<file path="config.mk">
export PLATFORM = sky130hd
export DESIGN_NAME = sync_timing_rx
export DESIGN_NICKNAME = d
export VERILOG_FILES = /design/src/rtl/sync_timing_rx.sv
export SDC_FILE = /design/constraint.sdc
export NUM_CORES = 1
export LEC_CHECK = 0
export CAP_MARGIN = 20
export CORE_MARGIN = 10
export CORE_UTILIZATION = 35
export CTS_CLUSTER_DIAMETER = 200
export DETAILED_ROUTE_END_ITERATION = 10
export DONT_BUFFER_PORTS = 1
export PLACE_DENSITY = 0.53
export SYNTH_ARGS = -nofsm -noshare
export SYNTH_HDL_FRONTEND = slang
export SYNTH_SLANG_ARGS = --single-unit
</file>
<file path="constraint.sdc">
create_clock -name clk -period 2.5 [get_ports clk]
set_input_delay 0.5 -clock clk [delete_from_list [all_inputs] [get_ports clk]]
set_output_delay 0.5 -clock clk [all_outputs]
set_load 0.02 [all_outputs]
</file>
<file path="src/rtl/sync_timing_rx.sv">
// sync_timing_rx: recovers pixel position (H, V) from hsync/vsync/de and
// measures the incoming video timing (line length, frame height, active
// width/height). A three-state tracker declares lock once two consecutive
// frames measure identically.
// Optional feature: define SYNC_TIMING_RX_TIMEOUT_EN to add a de watchdog
// that drops lock and restarts the search when de stops toggling.
module sync_timing_rx #(
    parameter int DATA_W = 12
) (
    input  logic              clk,
    input  logic              rst,
    input  logic              hsync,
    input  logic              vsync,
    input  logic              de,
    output logic [DATA_W-1:0] H,
    output logic [DATA_W-1:0] V,
    output logic [DATA_W-1:0] h_total,
    output logic [DATA_W-1:0] v_total,
    output logic [DATA_W-1:0] h_active,
    output logic [DATA_W-1:0] v_active,
    output logic              line_start,
    output logic              frame_start,
    output logic              locked
);

    localparam logic [DATA_W-1:0] ONE  = DATA_W'(1);
    localparam logic [DATA_W-1:0] ZERO = '0;

    typedef enum logic [1:0] {SEARCH, MEASURE, LOCKED} state_t;

    // Increment that sticks at all-ones instead of wrapping.
    function automatic logic [DATA_W-1:0] sat_inc(input logic [DATA_W-1:0] x);
        return (&x) ? x : x + ONE;
    endfunction

    logic s_hs, s_vs, s_de;
    logic s_hs_d, s_vs_d, s_de_d;
    logic de_rise, de_fall, hs_fall, vs_fall;

    logic              vs_pend;
    logic              seen_rise;
    logic [DATA_W-1:0] hcnt, hact_cnt, hs_cnt, dr_cnt;
    logic [DATA_W-1:0] vt_new;
    logic [DATA_W-1:0] snap_ht, snap_vt, snap_ha, snap_va;
    logic              frame_match;
    logic              timeout;
    state_t            state;

    assign de_rise =  s_de & ~s_de_d;
    assign de_fall = ~s_de &  s_de_d;
    assign hs_fall = ~s_hs &  s_hs_d;
    assign vs_fall = ~s_vs &  s_vs_d;

    // Line count of the frame closing now, including a coincident hsync edge.
    assign vt_new = hs_fall ? sat_inc(hs_cnt) : hs_cnt;

    // A de_rise landing on the closing vsync edge belongs to the new frame,
    // so the active-line count of the closing frame is dr_cnt as it stands.
    assign frame_match = (h_total == snap_ht) && (vt_new == snap_vt) &&
                         (h_active == snap_ha) && (dr_cnt == snap_va);

    // Input register plus one cycle of history; idle levels avoid false edges after reset.
    always_ff @(posedge clk) begin
        if (!rst) begin
            s_hs   <= 1'b1;
            s_hs_d <= 1'b1;
            s_vs   <= 1'b1;
            s_vs_d <= 1'b1;
            s_de   <= 1'b0;
            s_de_d <= 1'b0;
        end else begin
            s_hs   <= hsync;
            s_vs   <= vsync;
            s_de   <= de;
            s_hs_d <= s_hs;
            s_vs_d <= s_vs;
            s_de_d <= s_de;
        end
    end

    // Position counters; a vsync edge seen on or before de_rise restarts V at line 0.
    always_ff @(posedge clk) begin
        if (!rst) begin
            H           <= ZERO;
            V           <= ZERO;
            line_start  <= 1'b0;
            frame_start <= 1'b0;
            vs_pend     <= 1'b0;
        end else begin
            line_start  <= de_rise;
            frame_start <= de_rise & (vs_pend | vs_fall);
            if (de_rise) begin
                H       <= ZERO;
                V       <= (vs_pend | vs_fall) ? ZERO : sat_inc(V);
                vs_pend <= 1'b0;
            end else begin
                H <= sat_inc(H);
                if (vs_fall)
                    vs_pend <= 1'b1;
            end
        end
    end

    // Horizontal measurement: line period between de rises, de-high run length.
    always_ff @(posedge clk) begin
        if (!rst) begin
            hcnt      <= ZERO;
            seen_rise <= 1'b0;
            h_total   <= ZERO;
            hact_cnt  <= ZERO;
            h_active  <= ZERO;
        end else begin
            if (de_rise) begin
                hcnt      <= ZERO;
                seen_rise <= 1'b1;
                if (seen_rise)
                    h_total <= sat_inc(hcnt);
            end else begin
                hcnt <= sat_inc(hcnt);
            end
            if (de_rise)
                hact_cnt <= ONE;
            else if (s_de)
                hact_cnt <= sat_inc(hact_cnt);
            if (de_fall)
                h_active <= hact_cnt;
        end
    end

    // Vertical measurement: hsync edges and active lines between vsync edges.
    always_ff @(posedge clk) begin
        if (!rst) begin
            hs_cnt   <= ZERO;
            dr_cnt   <= ZERO;
            v_total  <= ZERO;
            v_active <= ZERO;
        end else if (vs_fall) begin
            v_total  <= vt_new;
            v_active <= dr_cnt;
            hs_cnt   <= ZERO;
            dr_cnt   <= de_rise ? ONE : ZERO;
        end else begin
            if (hs_fall)
                hs_cnt <= sat_inc(hs_cnt);
            if (de_rise)
                dr_cnt <= sat_inc(dr_cnt);
        end
    end

`ifdef SYNC_TIMING_RX_TIMEOUT_EN
    logic [DATA_W-1:0] wd;

    // Watchdog: clocks since the last de rise, sticking at full scale.
    always_ff @(posedge clk) begin
        if (!rst)
            wd <= ZERO;
        else if (de_rise)
            wd <= ZERO;
        else
            wd <= sat_inc(wd);
    end

    assign timeout = &wd;
`else
    assign timeout = 1'b0;
`endif

    // Lock tracker: compares each completed frame with the previous one at vsync.
    always_ff @(posedge clk) begin
        if (!rst) begin
            state   <= SEARCH;
            locked  <= 1'b0;
            snap_ht <= ZERO;
            snap_vt <= ZERO;
            snap_ha <= ZERO;
            snap_va <= ZERO;
        end else if (timeout) begin
            state  <= SEARCH;
            locked <= 1'b0;
        end else if (vs_fall) begin
            snap_ht <= h_total;
            snap_vt <= vt_new;
            snap_ha <= h_active;
            snap_va <= dr_cnt;
            case (state)
                SEARCH: begin
                    state  <= MEASURE;
                    locked <= 1'b0;
                end
                MEASURE: begin
                    if (frame_match) begin
                        state  <= LOCKED;
                        locked <= 1'b1;
                    end
                end
                LOCKED: begin
                    if (!frame_match) begin
                        state  <= MEASURE;
                        locked <= 1'b0;
                    end
                end
                default: begin
                    state  <= SEARCH;
                    locked <= 1'b0;
                end
            endcase
        end
    end

endmodule

</file>
==> results by group, run 1 <==
Critical path
  • WP data arrival: about 2.9 ns
  • Crit path max fanout: 10
  • Reg2reg path depth: 9
  • Worst reg2reg startpoint: hs_cnt[4]$_SDFF_PP0_
  • Slowest cell on the critical path: or4_4
  • CP Capture Type: flop
  • CP delay by family, top: simple AND/OR/NAND/NOR gates
  • CP peak stage delay: roughly 0.57 ns
  • R2R setup slack: -0.04 ns
  • Crit path launch type: flop
  • CP Class: flop to flop
  • Crit Reg-Reg Endpoint: locked$_SDFFE_PN0P_
  • Critical path data required time: around 2.9 ns
  • Worst Path Buf+Inv: 1
  • Crit-path cells: nand4_4 > or4_4 > buf_4 > nand2_1 > xor2_2 > o21ba_2 > nand4_1 > a2111oi_4 > a31o_1

GRT
  • First-pass GRT wire length: 28200 µm
  • Initial antenna violation count: 1
  • Largest net degree at the start of global routing: 37
  • GR Overflow Total: 0
  • Gr usage total: between 10% and 20%
  • Number of global-route vias before repair: roughly 5300

Detailed routing
  • Antenna-violating nets left: 0
  • Avg WL per Cell: around 17 µm
  • Starting DRC count in detailed routing: 227
  • 1st-pass router iterations: 4
  • Metal1 wirelength: between 7000 and 8000 µm
  • DR vias/cell: around 5.1
  • Residual DRC: 0
  • Routed met3 length: roughly 1500 µm
  • Final WL: between 15000 and 20000 µm
  • Highest metal used: met5
  • Routed via count: around 5400
  • Metal2 WL: about 8300 µm

Logic synthesis
  • EDFF count, synth: 0
  • Synth warn: 0
  • Netlist cell types: 55
  • Syn Nets: 740
  • Commonest cells in the netlist: 156 x dfxtp_1, 101 x nor2_1, 66 x nand2_1
  • Post-synth top flop: dfxtp_1
  • Register area share after synthesis: around 47%
  • Largest cells by area after synthesis: dfxtp_1 47%, xor2_1 6.5%, nor2_1 5.7%
  • Syn Area/Cell: around 9 µm²
  • Largest area contributor in the netlist: dfxtp_1
  • Register bit total from synthesis: about 160
  • Mapped Cells: ~730
  • Asr flop ratio synth: 0%
  • Synthesized area: roughly 6600 µm²
  • Synth top area share: 47.1%
  • Leading cell type by number of instances after synthesis: dfxtp_1

Timing
  • Slew margin rel.: 39.6%
  • Setup-failing EPs final: 1
  • Final worst slack: -0.0448 ns
  • Worst-case clock skew: 0.00788 ns
  • Max Fclk: slightly below 400 MHz
  • Minimum clock period: around 2.5 ns
  • Fin Hold WS: about 0.16 ns
  • RSZ-0062 raised after global routing: true
  • Tcrit/Tclk final: 102%
  • Tightest Pin Transition: around 0.90 ns
  • Final hold vios: 0
  • Pins Over Slew Limit: 0

Final layout
  • Register area: 3130 µm²
  • Diode count: 0
  • Layout cells sized above 1: 19.2%
  • Fin cells: ~1100
  • Layout Nets: between 800 and 900
  • Area growth syn-to-layout: 24.3%
  • Fillers: around 1800
  • Multi-input logic area: 3470 µm²

Die
  • Rows: 50
  • Die width: between 150 and 200 µm
  • DIE AREA: between 20000 and 25000 µm²
  • I/O pin total: 80
  • Core ar.: 18700 µm²
  • Starting Density: ~35%
  • Die Y-Extent: about 160 µm

Pwr
  • Flop pwr share: between 40 and 50%
  • Max IR drop VDD: around 470 µV
  • Gate power share: between 4 and 5%
  • Pwr/cell area: about 670 nW/µm²
  • Switch share: approximately 23%
  • Psw: approximately 0.0012 W
  • P_leak: ~3.2 nW
  • Clk pwr share: 49.5%
  • Internal power: ~0.0043 W

Clock tree
  • CTS Buffer Depth: 2
  • Sink Count: roughly 160
  • Worst-path clk slew: approximately 0.070 ns
  • Hold Buf Count CTS: 0
  • Root Buffer: clkbuf_16
  • TritonCTS clock tree: built
  • # H-tree levels: 4
  • Clock Latency Late Sink: about 0.42 ns
  • Total CTS buffers: 17

Status
  • Failing checks: negative setup slack
  • Status: complete, but fails checks

Worst hold path
  • Hold Startpoint: rst
  • Endpoint with the worst hold slack: s_vs$_SDFF_PN1_
  • Hold path depth: 1
  • Hold Path Class: primary input to flop

Placed design
  • Port Buffers: 0
  • GP Congestion: 0.836
  • Setup WS pre-CTS: -0.348 ns
  • Placed cell count: slightly above 1000
  • Post-DP HPWL: between 10000 and 15000 µm

Flow run
  • Max cap viols: 0
-- layout by cell type, fill, tap and decap left out, types with 3 or more instances in the layout --
master,instances
a21oi_1,30
buf_4,91
nor3_1,18
dfxtp_2,4
nor4_4,4
a211oi_1,10
nand2b_1,12
mux2i_1,7
o21a_1,3
a22o_1,36
or2_2,4
nand4_1,20
and2_1,5
o21ai_0,27
xnor2_1,41
clkbuf_16,17
clkinvlp_4,4
o2111ai_1,3
nand2_1,66
ha_1,5
xor2_1,48
nand3_1,23
nor4_2,3
and3_1,10
or3_1,7
nor2_1,99
nor2b_1,5
nor4_1,4
dfxtp_1,152
bufinv_16,4
inv_1,11
-- what timing repair did --
action	CTS	global route
buffers inserted	0	6
cloned	0	0
endpoints found under the setup margin	2	2
resized for setup	9	6
pin swaps	8	1
-- stage by stage --
stage / TNS [ns] / instance area (µm²) / power [W] / utilization (%)
floorplan: 0 / 6660 / 0.00277 / -
global placement: -0.564 / 7480 / 0.00285 / 40.0
detailed placement: -0.679 / 7480 / 0.00286 / 40.0
CTS: -0.0575 / 8160 / 0.00563 / 43.6
global route: -0.310 / 8240 / 0.00577 / 44.1
finish: -0.0448 / 8240 / 0.00555 / 44.1
-- power by group through the flow --
| stage | sequential [W] | clock, W | combinational [W] |
|---|---|---|---|
| floorplan | 0.00261 | 0 | 0.000152 |
| global placement | 0.00261 | 0 | 0.000242 |
| detailed placement | 0.00261 | 0 | 0.000247 |
| CTS | 0.00255 | 0.00282 | 0.000254 |
| global route | 0.00256 | 0.00293 | 0.000278 |
| finish | 0.00255 | 0.00275 | 0.000249 |
-- metal layers --
layer  global-route usage, %  up-vias
li1                        -     2706
met2                    23.3      104
met5                       0        -
met4                    3.78        2
met3                    5.94       17
met1                    17.0     2555
-- logic make-up after synthesis --
| logic type | count (synthesis) | share of synthesized area (%) |
|---|---|---|
| AO/OA/AOI/OAI | 124 | 12.8 |
| adder cells (fa/ha/maj) | 6 | 1.13 |
| multiplexers | 9 | 1.55 |
| buffers and inverters | 41 | 2.47 |
| flip-flops | 156 | 47.1 |
| XOR/XNOR | 91 | 12.0 |
| AND/OR/NAND/NOR | 302 | 23.0 |
-- worst max path at each step --
stage                                   startpoint                   to  cells after the start
final                         hs_cnt[4]$_SDFF_PP0_  locked$_SDFFE_PN0P_                      9
after CTS                 h_active[2]$_SDFFE_PN0P_  locked$_SDFFE_PN0P_                      9
after global placement     snap_ht[6]$_SDFFE_PN0P_  locked$_SDFFE_PN0P_                      8
after detailed placement   snap_ht[6]$_SDFFE_PN0P_  locked$_SDFFE_PN0P_                      8
after floorplan               hs_cnt[3]$_SDFF_PP0_  locked$_SDFFE_PN0P_                     10
after global routing               s_hs$_SDFF_PN1_  locked$_SDFFE_PN0P_                      9
-- final cells by class --
cell class,count,area share (%)
Clock buffer,18,5.33
Tap cell,234,3.55
Clock inverter,13,2.31
Inverter,11,0.501
Timing Repair Buffer,91,8.29
Sequential cell,156,37.9
Multi-Input combinational cell,532,42.1
(Power assumes the default switching activity.)
==> run 2, diff against run 1 <==
HOLD_SLACK_MARGIN = 0.06   (was default)
SLEW_MARGIN = 20   (was default)
==> results of run 2 <==
The final DEF is identical to that of run 1; final timing and power are the same.
==> run 3, diff against run 2 <==
HOLD_SLACK_MARGIN = default   (was 0.06)
==> results of run 3 <==
The final DEF is identical to that of run 1; final timing and power are the same.
